### src/rtl/serial_frame_tx.sv
// Buffered serial transmitter: collects DATA_W-bit entries, then sends them
// back-to-back as start/data/stop framed bits on a registered, idle-high line.
module serial_frame_tx #(
    parameter int MAX_BYTES    = 6,
    parameter int CLKS_PER_BIT = 1,
    parameter int DATA_W       = 8
) (
    input  logic                           clk,
    input  logic                           nRst,
    input  logic [DATA_W-1:0]              data,
    input  logic                           get,
    input  logic                           send,
    input  logic                           clear,
    output logic                           tx,
    output logic                           busy,
    output logic                           done,
    output logic [$clog2(MAX_BYTES+1)-1:0] level,
    output logic                           overflow
);

    localparam int LW = $clog2(MAX_BYTES + 1);
    localparam int IW = (MAX_BYTES > 1) ? $clog2(MAX_BYTES) : 1;
    localparam int BW = $clog2(DATA_W);
    localparam int CW = (CLKS_PER_BIT > 1) ? $clog2(CLKS_PER_BIT) : 1;

    typedef enum logic [1:0] {IDLE, START, DATA, STOP} state_e;

    state_e            state_q, state_d;
    logic [CW-1:0]     baud_q, baud_d;
    logic [BW-1:0]     bit_q, bit_d;
    logic [IW-1:0]     byte_q, byte_d;
    logic [LW-1:0]     level_q, level_d;
    logic              ovf_q, ovf_d;
    logic              tx_q, tx_d;
    logic              done_q, done_d;
    logic              wr_en;
    logic              bit_end;
    logic [BW-1:0]     nxt_bit;
    logic [DATA_W-1:0] cur;
    logic [DATA_W-1:0] mem_q [MAX_BYTES];

    assign bit_end = (baud_q == CW'(CLKS_PER_BIT - 1));
    assign nxt_bit = bit_q + BW'(1);
    assign cur     = mem_q[byte_q];

    always_comb begin
        state_d = state_q;
        baud_d  = baud_q;
        bit_d   = bit_q;
        byte_d  = byte_q;
        level_d = level_q;
        ovf_d   = ovf_q;
        tx_d    = tx_q;
        done_d  = 1'b0;
        wr_en   = 1'b0;
        if (clear) begin
            state_d = IDLE;
            level_d = '0;
            ovf_d   = 1'b0;
            tx_d    = 1'b1;
        end else if (state_q == IDLE) begin
            if (get) begin
                if (level_q < LW'(MAX_BYTES)) begin
                    wr_en   = 1'b1;
                    level_d = level_q + LW'(1);
                end else begin
                    ovf_d = 1'b1;
                end
            end
            // level_d already counts a byte appended in this same cycle
            if (send && level_d != '0) begin
                state_d = START;
                baud_d  = '0;
                byte_d  = '0;
                tx_d    = 1'b0;
            end
        end else begin
            if (get) ovf_d = 1'b1;
            baud_d = bit_end ? '0 : baud_q + CW'(1);
            if (bit_end) begin
                unique case (state_q)
                    START: begin
                        state_d = DATA;
                        bit_d   = '0;
                        tx_d    = cur[0];
                    end
                    DATA: begin
                        if (bit_q == BW'(DATA_W - 1)) begin
                            state_d = STOP;
                            tx_d    = 1'b1;
                        end else begin
                            bit_d = nxt_bit;
                            tx_d  = cur[nxt_bit];
                        end
                    end
                    STOP: begin
                        if (LW'(byte_q) + LW'(1) == level_q) begin
                            state_d = IDLE;
                            level_d = '0;
                            done_d  = 1'b1;
                            tx_d    = 1'b1;
                        end else begin
                            state_d = START;
                            byte_d  = byte_q + IW'(1);
                            tx_d    = 1'b0;
                        end
                    end
                    default: state_d = IDLE;
                endcase
            end
        end
    end

    always_ff @(posedge clk or negedge nRst) begin
        if (!nRst) begin
            state_q <= IDLE;
            baud_q  <= '0;
            bit_q   <= '0;
            byte_q  <= '0;
            level_q <= '0;
            ovf_q   <= 1'b0;
            tx_q    <= 1'b1;
            done_q  <= 1'b0;
        end else begin
            state_q <= state_d;
            baud_q  <= baud_d;
            bit_q   <= bit_d;
            byte_q  <= byte_d;
            level_q <= level_d;
            ovf_q   <= ovf_d;
            tx_q    <= tx_d;
            done_q  <= done_d;
        end
    end

    always_ff @(posedge clk) begin
        if (wr_en) mem_q[IW'(level_q)] <= data;
    end

    assign tx       = tx_q;
    assign busy     = (state_q != IDLE);
    assign done     = done_q;
    assign level    = level_q;
    assign overflow = ovf_q;

endmodule

### config.mk
export PLATFORM = sky130hd
export DESIGN_NAME = serial_frame_tx
export DESIGN_NICKNAME = d
export VERILOG_FILES = /design/src/rtl/serial_frame_tx.sv
export SDC_FILE = /design/constraint.sdc
export NUM_CORES = 1
export LEC_CHECK = 0
export BUFFER_PORTS_ARGS = -buffer_cell sky130_fd_sc_hd__buf_2
export CORE_ASPECT_RATIO = 0.9
export CORE_UTILIZATION = 59
export DETAILED_ROUTE_END_ITERATION = 10
export PLACE_DENSITY = 0.77
export SLEW_MARGIN = 20
export SYNTH_ARGS = -nofsm -noshare
export SYNTH_HDL_FRONTEND = slang
export SYNTH_SLANG_ARGS = --single-unit
### constraint.sdc
create_clock -name clk -period 3.4 [get_ports clk]
set_clock_uncertainty 0.15 [all_clocks]
set_input_delay 0 -clock clk [delete_from_list [all_inputs] [get_ports clk]]
set_output_delay 0 -clock clk [all_outputs]
set_load 0.005 [all_outputs]
Word-level counts from Yosys, hierarchy flattened
Memory sizes are Yosys's and may differ from the RTL's.
Index checks and enable logic that the tools add are counted.

word-level totals
  input port bits = 13
  memories kept = 1
  RAM bits = 48
  latch bits = 0
  memory bits (read-only) = 0
  register bits after elaboration = 15

cells by class
  eq/ne operators = 13
  $mul = 0
  order comparisons = 2
  div/mod/pow operators = 0
  add/subtract/negate cells = 4
  reductions and logical operators = 17
  shift operators = 0
  bitwise logic cells = 3
  multiplexer cells = 49

memories
  memory  words  bits a word  rd ports  clocked after memory_dff  wr ports  RTL line  RTL
  mem_q   6      8            1         0                         1         40        logic [DATA_W-1:0] mem_q [MAX_BYTES];

operator list
  operator                                                               count
  3-bit 2-to-1 mux                                                       15
  1-bit 2-to-1 mux                                                       25
  2-bit 2-to-1 mux                                                       5
  5-bit AND reduction                                                    2
  3-bit by 1-bit adder with 3-bit output (second input constant)         3
  3-bit AND reduction                                                    3
  3-bit nonzero test                                                     3
  2-bit nonzero test                                                     4
  3-bit by 2-bit != test with 1-bit output (second input constant)       2
  2-bit case mux with 3 select lines                                     1
  3-bit case mux with 2 select lines                                     1
  5-bit nonzero test                                                     1
  2-bit == test (second input constant)                                  2
  3-bit by 4-bit < comparator with 1-bit output (second input constant)  1
  2-bit by 1-bit != test with 1-bit output (second input constant)       2
  2-bit != test (second input constant)                                  2
  4-bit != test (second input constant)                                  1
  2-bit AND reduction                                                    2
  1-bit binary-select mux with 3-bit select                              1
  3-bit == test                                                          1
  3-bit == test (second input constant)                                  1
  3-bit < comparator (second input constant)                             1
  3-bit != test (second input constant)                                  1
  1-bit NOT                                                              3
  5 further kinds                                                        5

Depth between registers and ports, before layout
Gate-level depths: netlist (run 1).

  word-level depth = 10
  gate-level depth with buffers = 7
  mapped depth without buffers = 7

Worst setup path after synthesis (run 1)
Ideal clock, no wire load.

  path type = reg2reg
  from = register state_q[0]
  to = memory mem_q[0][0] (enable)
  setup time = 0.395 ns
  arrival = 2.007 ns
  clock period less this slack = 2.552 ns
  stages on the path, launching flop included = 7
  slack = 0.848 ns
  cells stage by stage = dfrtp_1 -> inv_1 -> ha_1 -> inv_1 -> nor2_1 -> nand2_1 -> nor4_1

between the ends
  word-level cells in the longest chain between the ends = 5

ends and longest elaborated chain
  element                                 RTL line  RTL
  start: declaration                      28        state_e state_q, state_d;
  start signal: assignment                125       state_q <= state_d;
  2-bit zero test                         61        end else if (state_q == IDLE) begin
  1-bit 2-to-1 mux                        61
  1-bit 2-to-1 mux                        56        if (clear) begin
  1-bit 2-to-1 mux                        137       if (wr_en) mem_q[IW'(level_q)] <= data;
  1-bit 2-to-1 mux (implied by the code)  137
  end: declaration                        40

Every way passes these cells.

Worst setup path after layout (run 1)
  from = register state_q[0]
  to = memory mem_q[3][5] (enable)

The elaborated chain is that of the path after synthesis.

==> insert_results.sql, run 1 <==
INSERT INTO impl_metrics (metric_group, metric, value, unit) VALUES
('run_status', 'run_status', 'complete, no violations', ''),
('global_routing', 'grt_use_met3', '0.09157', ''),
('floorplan', 'standard_cell_row_count', '23', ''),
('clocking', 'cts_resized', '0', ''),
('detailed_routing', 'vias', '1913', ''),
('floorplan', 'die_x', '75.89', 'microns'),
('worst_setup_path', 'timing.critical_path.from', 'state_q[0]', ''),
('power_and_ir_drop', 'power_report.internal_total', '0.001708', 'W'),
('worst_setup_path', 'cp.arrival', '2650', 'ps'),
('placement', 'gp_congestion', '0.8435', ''),
('detailed_routing', 'route.antenna.remaining_nets', '0', ''),
('global_routing', 'grt_max_degree', '19', ''),
('power_and_ir_drop', 'power.share.switching', '0.3320', ''),
('layout', 'final.fill_count', '291', ''),
('clocking', 'max_h_tree_level', '3', ''),
('worst_setup_path', 'critical_path.reg2reg.startpoint', 'state_q[0]', ''),
('synthesis', 'netlist.area_leader.share', '0.4972', ''),
('global_routing', 'use_met2', '0.4170', ''),
('sta', 'maxSlewHeadroom', '0.5710', ''),
('clocking', 'cts_setup_buffers', '0', ''),
('global_routing', 'grt_pass1_vias', '1859', ''),
('sta', 'finalCritPeriodShare', '0.8304', ''),
('sta', 'timing.final.crit_period', '2823', 'ps'),
('sta', 'finalHoldViolations', '0', ''),
('synthesis', 'synth_net_count', '228', ''),
('detailed_routing', 'remaining_drc_errors', '0', ''),
('sta', 'maxSlewViolCount', '0', ''),
('floorplan', 'core-area', '0.004576', 'sq mm'),
('global_routing', 'initial_antenna_violation_count', '0', ''),
('power_and_ir_drop', 'finalPower', '0.002557', 'W'),
('synthesis', 'synth_enable_flop_cells', '48', ''),
('worst_setup_path', 'crit-reg2reg-capture', 'mem_q[3][5]', ''),
('synthesis', 'ys_async_sr_fraction', '0.2258', ''),
('clocking', 'clock_insertion_delay_at_the_later_pin_of_the_skew_report', '330', 'ps'),
('power_and_ir_drop', 'powerDensity', '752.0', 'mW/mm^2'),
('placement', 'dpl_worst_slack', '611.4', 'ps'),
('layout', 'post_route_cells_drive_above_1_share', '0.2088', ''),
('clocking', 'clock_sink_count', '62', ''),
('floorplan', 'die_area', '0.005198', 'sq mm'),
('global_routing', 'grt_most_used_layer', 'met2', ''),
('power_and_ir_drop', 'clkPwrFrac', '0.265', ''),
('global_routing', 'grt_overflow', '0', ''),
('placement', 'hpwlAfterDp', '3909', 'microns'),
('synthesis', 'post_synth_main_area_contributors', 'sky130_fd_sc_hd__edfxtp_1, sky130_fd_sc_hd__dfrtp_1, sky130_fd_sc_hd__mux4_1', ''),
('detailed_routing', 'firstDrtPassIters', '7', ''),
('detailed_routing', 'drt-wirelength-per-cell', '18.95', 'microns'),
('floorplan', 'io_pins', '20', ''),
('placement', 'i_o_buffers', '19', ''),
('clocking', 'clkTransAtPathRegs', '60', 'ps'),
('worst_setup_path', 'required', '3230', 'ps'),
('layout', 'finalInstanceArea', '0.003400', 'sq mm'),
('worst_setup_path', 'path_cells', 'inv_1, ha_1, inv_1, nor2_1, nand2_1, nor2_1, and3_1', ''),
('clocking', 'clk_root_buffer_cell', 'sky130_fd_sc_hd__clkbuf_8', ''),
('placement', 'detailed_place.area', '0.003053', 'sq mm'),
('synthesis', 'synth_sequential_area_ratio', '0.6185', ''),
('clocking', 'numCtsBuffers', '9', ''),
('synthesis', 'postSynthCellCount', '207', ''),
('sta', 'finalSetupViolations', '0', ''),
('sta', 'final.setup.worst_slack', '576.5', 'ps'),
('global_routing', 'grt_first_pass_wirelength', '9246', 'microns'),
('synthesis', 'synth.top_cells.by_count', 'sky130_fd_sc_hd__edfxtp_1, sky130_fd_sc_hd__nand2_1, sky130_fd_sc_hd__dfrtp_1', ''),
('detailed_routing', 'routed_wl', '5892', 'microns'),
('synthesis', 'post_synthesis_instance_area', '0.002899', 'sq mm'),
('layout', 'antenna_cells', '0', ''),
('sta', 'timing.setup.tns', '0', 'ps'),
('power_and_ir_drop', 'static-leakage-power', '1.299', 'nW'),
('worst_hold_path', 'hold_path.class', 'in2reg', ''),
('sta', 'fin_worst_hold_slack', '33.15', 'ps'),
('global_routing', 'global_route.usage.met1', '0.3162', ''),
('worst_setup_path', 'worstSetupStartpointType', 'flop', ''),
('run', 'maxCapViolations', '0', '');
state kept, by name, indices dropped and copies added, names as in the netlist:
signal and flops:
byte_q 3, bit_q 3, done 1, overflow 1, level 3, state_q 2, mem_q 48, tx 1
layout by cell type, fill, tap and decap left out, types with 3 or more instances in the layout:
master                          Yosys  final
sky130_fd_sc_hd__a21oi_1            6      6
sky130_fd_sc_hd__a22o_1             3      3
sky130_fd_sc_hd__a31oi_1            7      7
sky130_fd_sc_hd__buf_2              3     19
sky130_fd_sc_hd__buf_4              0      5
sky130_fd_sc_hd__clkbuf_1           7      3
sky130_fd_sc_hd__clkbuf_8           0      9
sky130_fd_sc_hd__dfrtp_1           13     13
sky130_fd_sc_hd__dlygate4sd3_1      0     14
sky130_fd_sc_hd__edfxtp_1          48     48
sky130_fd_sc_hd__ha_1               8      8
sky130_fd_sc_hd__inv_1              9      9
sky130_fd_sc_hd__mux2_2             9      9
sky130_fd_sc_hd__mux2i_1            7      7
sky130_fd_sc_hd__mux4_1             5      5
sky130_fd_sc_hd__nand2_1           17     17
sky130_fd_sc_hd__nand3_1            4      4
sky130_fd_sc_hd__nor2_1             6      6
sky130_fd_sc_hd__nor3_1             6      6
sky130_fd_sc_hd__nor4_1             5      5
sky130_fd_sc_hd__o211ai_1           4      4
sky130_fd_sc_hd__o21ai_0            8      8
cell type report:
type	count	area, sq um	area share
inverters	9	33.78	0.009937
multi-input cells	124	1016	0.2989
clock buffers	12	135.1	0.03975
well taps	62	77.57	0.02282
clock inverters	4	71.32	0.02098
repair buffers	38	272.8	0.08024
flip-flops and latches	62	1793	0.5274
layer usage:
metal	part of all wire	vias up	wire length [microns]
li1	-	886	-
met1	0.42	945	2486
met2	0.50	67	2944
met3	0.055	15	326
met4	0.023	0	133
met5	0	-	0
logic make-up (layout without fill, tap and decap cells):
group           after synthesis  in the layout  synth area share
mux                          23             23            0.1200
buf+inv                      21             63           0.03107
flops                        62             62            0.6185
compound gates               42             42            0.1014
fa+ha+maj                     8              8           0.03453
xor+xnor                      3              3           0.01381
simple gates                 48             48           0.08071
worst min path at each step:
| stage | start | end | slack [ps] | cells after the start |
|---|---|---|---|---|
| 2_1_floorplan | nRst | bit_q[0] | -450 | 0 |
| 3_3_place_gp | nRst | bit_q[1] | -240 | 1 |
| 3_5_place_dp | nRst | state_q[1] | -230 | 1 |
| 4_1_cts | send | byte_q[2] | 30 | 5 |
| 5_1_grt | send | byte_q[2] | 60 | 5 |
| 6_report | send | byte_q[2] | 30 | 5 |
timing repair:
| item | 4_1_cts | 5_1_grt |
|---|---|---|
| hold buffers | 14 | 0 |
| endpoints found under the hold margin | 70 | 0 |
| setup endpoints to repair | 0 | 0 |
worst max-delay path, delay by kind of cell, from the launching register on:
| kind | cells | cell delay, ps |
|---|---|---|
| simple gates | 4 | 1220 |
| flops | 1 | 430 |
| fa+ha+maj | 1 | 400 |
| buf+inv | 2 | 260 |
through the flow:
stage               instances  utilization
CTS                       311       0.7430
global placement          281       0.6672
finish                    311       0.7430
global route              311       0.7430
detailed placement        281       0.6672
floorplan                 207            -
power by group through the flow:
| stage | Combinational (W) | Clock, W | Sequential (W) |
|---|---|---|---|
| finish | 0.000812 | 0.000677 | 0.00107 |
| global route | 0.000900 | 0.000721 | 0.00109 |
| CTS | 0.000808 | 0.000687 | 0.00107 |
| detailed placement | 0.000783 | 0 | 0.00108 |
| global placement | 0.000754 | 0 | 0.00107 |
| floorplan | 0.000686 | 0 | 0.000970 |
No activity file was read; power rests on OpenSTA's default activity.
==> inputs of run 2 (changes only) <==
==> constraint.sdc (replaced) <==
create_clock -name clk -period 2.63 [get_ports clk]
set_clock_uncertainty 0.15 [all_clocks]
set_input_delay 0 -clock clk [delete_from_list [all_inputs] [get_ports clk]]
set_output_delay 0 -clock clk [all_outputs]
set_load 0.005 [all_outputs]
==> run 2 against run 1 <==
  * Global-route usage grew 0.077 points
  * Critical path depth fell by 2
  * Largest power group unchanged
  * Critical endpoint is now tx
  * Hold slack improved by 17 ps
  * Highest routed layer unchanged
  * Combinational power rose by 39%
==> insert_results.sql, run 2 (synthesis results as in run 1) <==
INSERT INTO impl_metrics (metric_group, metric, value, unit) VALUES
('worst_setup_path', 'required', '2740', 'ps'),
('global_routing', 'grt_overflow', '0', ''),
('worst_hold_path', 'hold_path_end', 'byte_q[0]', ''),
('detailed_routing', 'remaining_drc_errors', '0', ''),
('worst_setup_path', 'timing.reg2reg.worst_path_depth', '5', ''),
('floorplan', 'die_x', '75.89', 'microns'),
('sta', 'final.setup.worst_slack', '267.1', 'ps'),
('layout', 'mostFrequentLayoutCells', 'sky130_fd_sc_hd__edfxtp_1, sky130_fd_sc_hd__buf_2, sky130_fd_sc_hd__nand2_1', ''),
('layout', 'count_of_nets_after_finishing', '269', ''),
('layout', 'final_common_cell', 'sky130_fd_sc_hd__edfxtp_1', ''),
('floorplan', 'die_area', '0.005198', 'sq mm'),
('sta', 'fmax', '423.2', 'MHz'),
('sta', 'fin_worst_hold_slack', '50.00', 'ps'),
('worst_setup_path', 'cp-end-kind', 'flop', ''),
('worst_setup_path', 'crit-reg2reg-capture', 'tx', ''),
('worst_hold_path', 'min_path_cells', '5', ''),
('sta', 'finalCritPeriodShare', '0.8984', ''),
('power_and_ir_drop', 'static-leakage-power', '1.310', 'nW'),
('clocking', 'numCtsBuffers', '9', ''),
('global_routing', 'grt_max_degree', '19', ''),
('power_and_ir_drop', 'max-vdd-ir-drop', '649.3', 'uV'),
('clocking', 'clock_tree.buffer_depth', '2', ''),
('worst_setup_path', 'biggest_cell_delay_along_the_critical_path', '580', 'ps'),
('global_routing', 'initial_antenna_violation_count', '0', ''),
('layout', 'post_route_cells_drive_above_1_share', '0.2372', ''),
('layout', 'largest_reg_flops', '48', ''),
('clocking', 'tritoncts', 'yes', ''),
('floorplan', 'core-area', '0.004576', 'sq mm'),
('placement', 'i_o_buffers', '19', ''),
('layout', 'finalInstanceArea', '0.003418', 'sq mm'),
('clocking', 'ctsHoldBuffers', '13', ''),
('worst_setup_path', 'cp_slowest_cell', 'sky130_fd_sc_hd__dfrtp_1', ''),
('placement', 'hpwlAfterDp', '3862', 'microns'),
('layout', 'final.fill_count', '285', ''),
('run', 'maxCapViolations', '0', ''),
('detailed_routing', 'avgViaCountPerCell', '6.057', ''),
('clocking', 'cts_resized', '0', ''),
('sta', 'maxSlewViolCount', '0', ''),
('power_and_ir_drop', 'combPwrFrac', '0.345', ''),
('clocking', 'clock_sink_count', '62', ''),
('worst_setup_path', 'rrSetupSlack', '270', 'ps'),
('worst_setup_path', 'worst-setup-path-type', 'reg2reg', ''),
('power_and_ir_drop', 'power.share.switching', '0.3436', ''),
('run_status', 'run_status', 'complete, no violations', ''),
('global_routing', 'grt_pass1_vias', '1847', ''),
('detailed_routing', 'routed_wl', '5769', 'microns'),
('clocking', 'clkTransAtPathRegs', '70', 'ps'),
('global_routing', 'grt_first_pass_wirelength', '9142', 'microns'),
('sta', 'finalSetupViolations', '0', ''),
('layout', 'antenna_cells', '0', ''),
('layout', 'regMostFlops', 'mem_q', ''),
('power_and_ir_drop', 'clkPwrFrac', '0.249', ''),
('sta', 'timing.final.crit_period', '2363', 'ps'),
('placement', 'detailed_place.area', '0.003090', 'sq mm'),
('sta', 'rsz_0062_raised_after_global_routing', 'no', ''),
('clocking', 'clock_insertion_delay_at_the_later_pin_of_the_skew_report', '340', 'ps'),
('placement', 'dpl_worst_slack', '306.6', 'ps'),
('sta', 'timing.setup.tns', '0', 'ps'),
('sta', 'maxSlewHeadroom', '0.5535', ''),
('detailed_routing', 'drt_iter0_markers', '135', ''),
('worst_hold_path', 'hold_path.class', 'in2reg', ''),
('sta', 'finalHoldViolations', '0', ''),
('worst_setup_path', 'critical_path.max_fanout', '10', ''),
('layout', 'area_growth_syn_to_layout', '17.91', '%'),
('clocking', 'max_h_tree_level', '3', ''),
('worst_hold_path', 'timing.hold.worst.start', 'send', ''),
('power_and_ir_drop', 'powerDensity', '958.3', 'mW/mm^2'),
('clocking', 'clk_root_buffer_cell', 'sky130_fd_sc_hd__clkbuf_8', ''),
('worst_setup_path', 'timing.critical_path.from', 'byte_q[1]', ''),
('clocking', 'cts_setup_buffers', '0', ''),
('sta', 'worst_slew_pin_slew', '667.6', 'ps'),
('power_and_ir_drop', 'seq_power_share', '0.406', ''),
('worst_setup_path', 'path_cells', 'mux2_2, mux4_1, nand3_1, a31oi_1, a2111o_1', ''),
('detailed_routing', 'drt-wirelength-per-cell', '18.31', 'microns'),
('floorplan', 'chipHeight', '68.50', 'microns'),
('floorplan', 'io_pins', '20', ''),
('worst_setup_path', 'cp.arrival', '2480', 'ps'),
('power_and_ir_drop', 'power_report.internal_total', '0.002150', 'W'),
('worst_setup_path', 'worstSetupStartpointType', 'flop', ''),
('placement', 'gp_congestion', '0.8479', ''),
('detailed_routing', 'vias', '1908', ''),
('detailed_routing', 'route.antenna.remaining_nets', '0', ''),
('power_and_ir_drop', 'net_switching', '0.001126', 'W'),
('global_routing', 'grt_usage', '0.2627', ''),
('floorplan', 'floorplan.initialDensity', '0.6336', ''),
('power_and_ir_drop', 'finalPower', '0.003276', 'W'),
('detailed_routing', 'firstDrtPassIters', '4', ''),
('floorplan', 'standard_cell_row_count', '23', ''),
('worst_setup_path', 'critical_path.reg2reg.startpoint', 'byte_q[1]', '');
-- run 2: worst max-delay path by stage --
| stage | end | depth (start not counted) |
|---|---|---|
| global placement | tx | 6 |
| detailed placement | tx | 5 |
| global route | mem_q[3][4] | 7 |
| finish | tx | 5 |
| CTS | tx | 5 |
| floorplan | mem_q[0][0] | 6 |
-- run 2: worst max-delay path: cells and delay by family, from the launching register on --
kind             cells  cell delay (ps)
AO/OA/AOI/OAI        2              480
flip-flops           1              580
multiplexers         2              950
AND/OR/NAND/NOR      1              120
-- run 2: routing by layer --
| layer | part of all wire | vias up | GRT usage |
|---|---|---|---|
| met5 | 0 | - | 0 |
| met3 | 0.076 | 16 | 0.1032 |
| met1 | 0.42 | 930 | 0.3333 |
| met4 | 0.027 | 0 | 0.1250 |
| met2 | 0.48 | 70 | 0.3982 |
| li1 | - | 892 | - |
-- run 2: power groups by stage --
stage	Combinational (W)	Clock (W)	Sequential, W
2_1_floorplan	0.000887	0	0.00125
3_3_place_gp	0.00105	0	0.00133
3_5_place_dp	0.00110	0	0.00134
4_1_cts	0.00113	0.000828	0.00133
5_1_grt	0.00124	0.000878	0.00135
6_report	0.00113	0.000815	0.00133
-- run 2: final cells by class --
| type | instances | area [sq um] | area share |
|---|---|---|---|
| tap | 62 | 77.57 | 0.02269 |
| inverter | 9 | 33.78 | 0.009883 |
| sequential | 62 | 1793 | 0.5245 |
| timing repair buffer | 42 | 300.3 | 0.08785 |
| multi-input combinational | 124 | 1016 | 0.2972 |
| clock inverter | 7 | 73.82 | 0.02160 |
| clock buffer | 9 | 123.9 | 0.03624 |
-- run 2: stage by stage --
step | utilization | std cells
6_report | 0.7471 | 315
5_1_grt | 0.7471 | 315
4_1_cts | 0.7471 | 315
3_5_place_dp | 0.6754 | 286
3_3_place_gp | 0.6754 | 286
2_1_floorplan | - | 207
==> inputs of run 3 (changes only) <==
--- a/config.mk
+++ b/config.mk
@@ -5,11 +5,12 @@
 export SDC_FILE = /design/constraint.sdc
 export NUM_CORES = 1
 export LEC_CHECK = 0
+export ABC_AREA = 1
 export BUFFER_PORTS_ARGS = -buffer_cell sky130_fd_sc_hd__buf_2
 export CORE_ASPECT_RATIO = 0.9
-export CORE_UTILIZATION = 59
+export CORE_UTILIZATION = 60
 export DETAILED_ROUTE_END_ITERATION = 10
-export PLACE_DENSITY = 0.77
+export PLACE_DENSITY = 0.78
 export SLEW_MARGIN = 20
 export SYNTH_ARGS = -nofsm -noshare
 export SYNTH_HDL_FRONTEND = slang
==> run 3 against run 2 <==
  * Critical endpoint is now overflow
  * Register-to-register slack worse by 50 ps
  * Maximum frequency is 2.3% lower
  * Via count is 17% higher
  * Non-clock buffer count stayed put
  * Highest routed layer unchanged
  * Final cell count is 31% higher
  * Largest power group unchanged
==> insert_results.sql, run 3 <==
INSERT INTO impl_metrics (metric_group, metric, value, unit) VALUES
('run_status', 'run_status', 'complete, no violations', ''),
('clocking', 'ctsHoldBuffers', '15', ''),
('global_routing', 'grt_first_pass_wirelength', '9756', 'microns'),
('layout', 'mostFrequentLayoutCells', 'sky130_fd_sc_hd__nand2_1, sky130_fd_sc_hd__edfxtp_1, sky130_fd_sc_hd__nand3_1', ''),
('layout', 'largest_reg_flops', '48', ''),
('synthesis', 'synth-warning-count', '0', ''),
('layout', 'final.fill_count', '323', ''),
('placement', 'i_o_buffers', '19', ''),
('synthesis', 'post_synth_main_area_contributors', 'sky130_fd_sc_hd__edfxtp_1, sky130_fd_sc_hd__dfrtp_1, sky130_fd_sc_hd__nand2_1', ''),
('synthesis', 'top_flip_flop_cell_by_instance_count_after_synthesis', 'sky130_fd_sc_hd__edfxtp_1', ''),
('global_routing', 'grt_max_degree', '24', ''),
('detailed_routing', 'route.antenna.remaining_nets', '0', ''),
('worst_setup_path', 'cp-end-kind', 'flop', ''),
('worst_setup_path', 'required', '2690', 'ps'),
('detailed_routing', 'avgViaCountPerCell', '5.389', ''),
('synthesis', 'synth_sequential_area_ratio', '0.6001', ''),
('worst_setup_path', 'worstSetupStartpointType', 'flop', ''),
('clocking', 'clk_root_buffer_cell', 'sky130_fd_sc_hd__clkbuf_8', ''),
('sta', 'finalHoldViolations', '0', ''),
('placement', 'place_inst', '383', ''),
('run', 'maxCapViolations', '0', ''),
('layout', 'utilization', '0.7503', ''),
('placement', 'detailed_place.area', '0.003147', 'sq mm'),
('synthesis', 'postSynthCellCount', '302', ''),
('clocking', 'cts_setup_buffers', '0', ''),
('layout', 'multi_input_gate_area', '973.4', 'sq um'),
('sta', 'timing.final.crit_period', '2417', 'ps'),
('clocking', 'numCtsBuffers', '9', ''),
('sta', 'rsz_0062_raised_after_global_routing', 'no', ''),
('layout', 'antenna_cells', '0', ''),
('layout', 'instances_no_fill', '414', ''),
('worst_hold_path', 'hold_path.class', 'in2reg', ''),
('detailed_routing', 'drt-wirelength-per-cell', '15.16', 'microns'),
('synthesis', 'combinational_family_with_the_most_area_after_synthesis', 'simple AND/OR/NAND/NOR gates', ''),
('power_and_ir_drop', 'max-vdd-ir-drop', '787.9', 'uV'),
('layout', 'regMostFlops', 'mem_q', ''),
('placement', 'gp_congestion', '0.8094', ''),
('detailed_routing', 'routed_wl', '6277', 'microns'),
('detailed_routing', 'drt_iter0_markers', '183', ''),
('worst_setup_path', 'critical_path.max_fanout', '6', ''),
('global_routing', 'grt_overflow', '0', ''),
('power_and_ir_drop', 'powerDensity', '882.3', 'mW/mm^2'),
('detailed_routing', 'remaining_drc_errors', '0', ''),
('synthesis', 'cell_with_the_most_instances_after_synthesis', 'sky130_fd_sc_hd__nand2_1', ''),
('detailed_routing', 'firstDrtPassIters', '7', ''),
('layout', 'finalInstanceArea', '0.003455', 'sq mm'),
('sta', 'worst_slew_pin_slew', '649.0', 'ps'),
('synthesis', 'synth_cell_types', '32', ''),
('worst_setup_path', 'worst-setup-path-type', 'reg2reg', ''),
('clocking', 'max_h_tree_level', '3', ''),
('global_routing', 'initial_antenna_violation_count', '0', ''),
('clocking', 'clock_sink_count', '62', ''),
('sta', 'finalSetupViolations', '0', ''),
('synthesis', 'synth.top_cells.by_count', 'sky130_fd_sc_hd__nand2_1, sky130_fd_sc_hd__edfxtp_1, sky130_fd_sc_hd__nand3_1', ''),
('synthesis', 'synth_enable_flop_cells', '48', ''),
('floorplan', 'die_area', '0.005266', 'sq mm'),
('synthesis', 'post_synthesis_average_cell_area', '9.894', 'sq um'),
('synthesis', 'ys_async_sr_fraction', '0.2258', ''),
('clocking', 'tritoncts', 'yes', ''),
('floorplan', 'io_pins', '20', ''),
('floorplan', 'floorplan.initialDensity', '0.6489', ''),
('sta', 'finalCritPeriodShare', '0.9192', ''),
('synthesis', 'synth_simple_gate_area_share', '0.2240', ''),
('placement', 'hpwlAfterDp', '4260', 'microns'),
('synthesis', 'synth.largest_area_cell', 'sky130_fd_sc_hd__edfxtp_1', ''),
('synthesis', 'synth_net_count', '323', ''),
('floorplan', 'die_x', '76.39', 'microns'),
('layout', 'count_of_nets_after_finishing', '368', ''),
('clocking', 'clock_insertion_delay_at_the_later_pin_of_the_skew_report', '330', 'ps'),
('clocking', 'cts_resized', '0', ''),
('layout', 'post_route_cells_drive_above_1_share', '0.1648', ''),
('clocking', 'clock_tree.buffer_depth', '2', ''),
('sta', 'fmax', '413.7', 'MHz'),
('synthesis', 'synth_mux_area_frac', '0', ''),
('floorplan', 'chipHeight', '68.95', 'microns'),
('synthesis', 'synth.ff_latch_count', '62', ''),
('synthesis', 'post_synthesis_instance_area', '0.002988', 'sq mm'),
('sta', 'timing.setup.tns', '0', 'ps'),
('synthesis', 'netlist.area_leader.share', '0.4824', ''),
('sta', 'maxSlewHeadroom', '0.5659', ''),
('floorplan', 'standard_cell_row_count', '23', ''),
('clocking', 'clkTransAtPathRegs', '70', 'ps'),
('sta', 'maxSlewViolCount', '0', ''),
('synthesis', 'synth_xor_xnor_area_share', '0.01424', ''),
('worst_setup_path', 'cp.arrival', '2470', 'ps'),
('global_routing', 'grt_usage', '0.2606', ''),
('detailed_routing', 'vias', '2231', ''),
('layout', 'final_common_cell', 'sky130_fd_sc_hd__nand2_1', ''),
('power_and_ir_drop', 'static-leakage-power', '1.490', 'nW'),
('layout', 'area_growth_syn_to_layout', '15.62', '%'),
('synthesis', 'synth-compound-area-share', '0.05402', ''),
('synthesis', 'synthAdderAreaFrac', '0.03350', ''),
('global_routing', 'grt_pass1_vias', '2055', ''),
('floorplan', 'core-area', '0.004604', 'sq mm'),
('layout', 'sequential_area', '0.001793', 'sq mm');
[run 3: cell count changes after synthesis, moves of 6 or more]
cell / previous run / this run
sky130_fd_sc_hd__nand3_1: 4 / 37
sky130_fd_sc_hd__nand2_2: 0 / 7
sky130_fd_sc_hd__a31oi_1: 7 / 1
sky130_fd_sc_hd__nor2_1: 6 / 26
sky130_fd_sc_hd__mux2i_1: 7 / 0
sky130_fd_sc_hd__nand2_1: 17 / 82
sky130_fd_sc_hd__mux2_2: 9 / 0
sky130_fd_sc_hd__nor3_1: 6 / 0
sky130_fd_sc_hd__inv_1: 9 / 35
sky130_fd_sc_hd__clkbuf_1: 7 / 0
[run 3: where the power goes]
group | switching (W) | internal, W | leakage [nW]
Sequential | 0.000113 | 0.00117 | 0.618
Combinational | 0.000689 | 0.000400 | 0.792
Clock | 0.000344 | 0.000334 | 0.0805
[run 3: final cells by class]
class	count	area share
Multi-Input combinational cell	194	0.2818
Clock inverter	5	0.007606
Inverter	38	0.04274
Tap cell	62	0.02246
Sequential cell	62	0.5190
Timing Repair Buffer	42	0.08837
Clock buffer	11	0.03803
[run 3: final timing paths]
path | startpoint | end | slack, ps | cells past startpoint
min reg2reg | tx | tx | 320 | 2
min in group asynchronous | nRst | tx | 530 | 3
max | state_q[0] | overflow | 210 | 8
max reg2reg | state_q[0] | overflow | 210 | 8
min | clear | state_q[1] | 300 | 3
max in group asynchronous | nRst | overflow | 730 | 4
[run 3: per-layer routing]
metal,track usage,routed length [microns],part of all wire
met1,0.3467,2928,0.47
met2,0.4291,2920,0.47
met3,0.04605,339,0.054
met4,0.1178,89,0.014
met5,0,0,0
[run 3: worst max-delay path, cell delays in order (launching register included)]
cell and delay (ps):
sky130_fd_sc_hd__dfrtp_1 430, sky130_fd_sc_hd__inv_1 100, sky130_fd_sc_hd__ha_1 310, sky130_fd_sc_hd__inv_1 130, sky130_fd_sc_hd__nor2_1 310, sky130_fd_sc_hd__a21boi_0 150, sky130_fd_sc_hd__nor2_1 110, sky130_fd_sc_hd__nor2_1 40
sky130_fd_sc_hd__dlygate4sd3_1 550
[run 3: cells by family after synthesis]
kind of cell    after synthesis
fa+ha+maj                     8
flops                        62
buf+inv                      46
simple gates                157
xor+xnor                      4
compound gates               25
[run 3: metrics by stage]
stage | hold WS, ps | worst slack (ps) | power (W)
6_report | 296.9 | 212.5 | 0.003048
5_1_grt | 321.6 | 6.155 | 0.003253
4_1_cts | 295.6 | 224.6 | 0.003044
3_5_place_dp | -230.9 | 410.1 | 0.002354
3_3_place_gp | -234.8 | 496.2 | 0.002332
2_1_floorplan | -445.6 | 452.9 | 0.002126
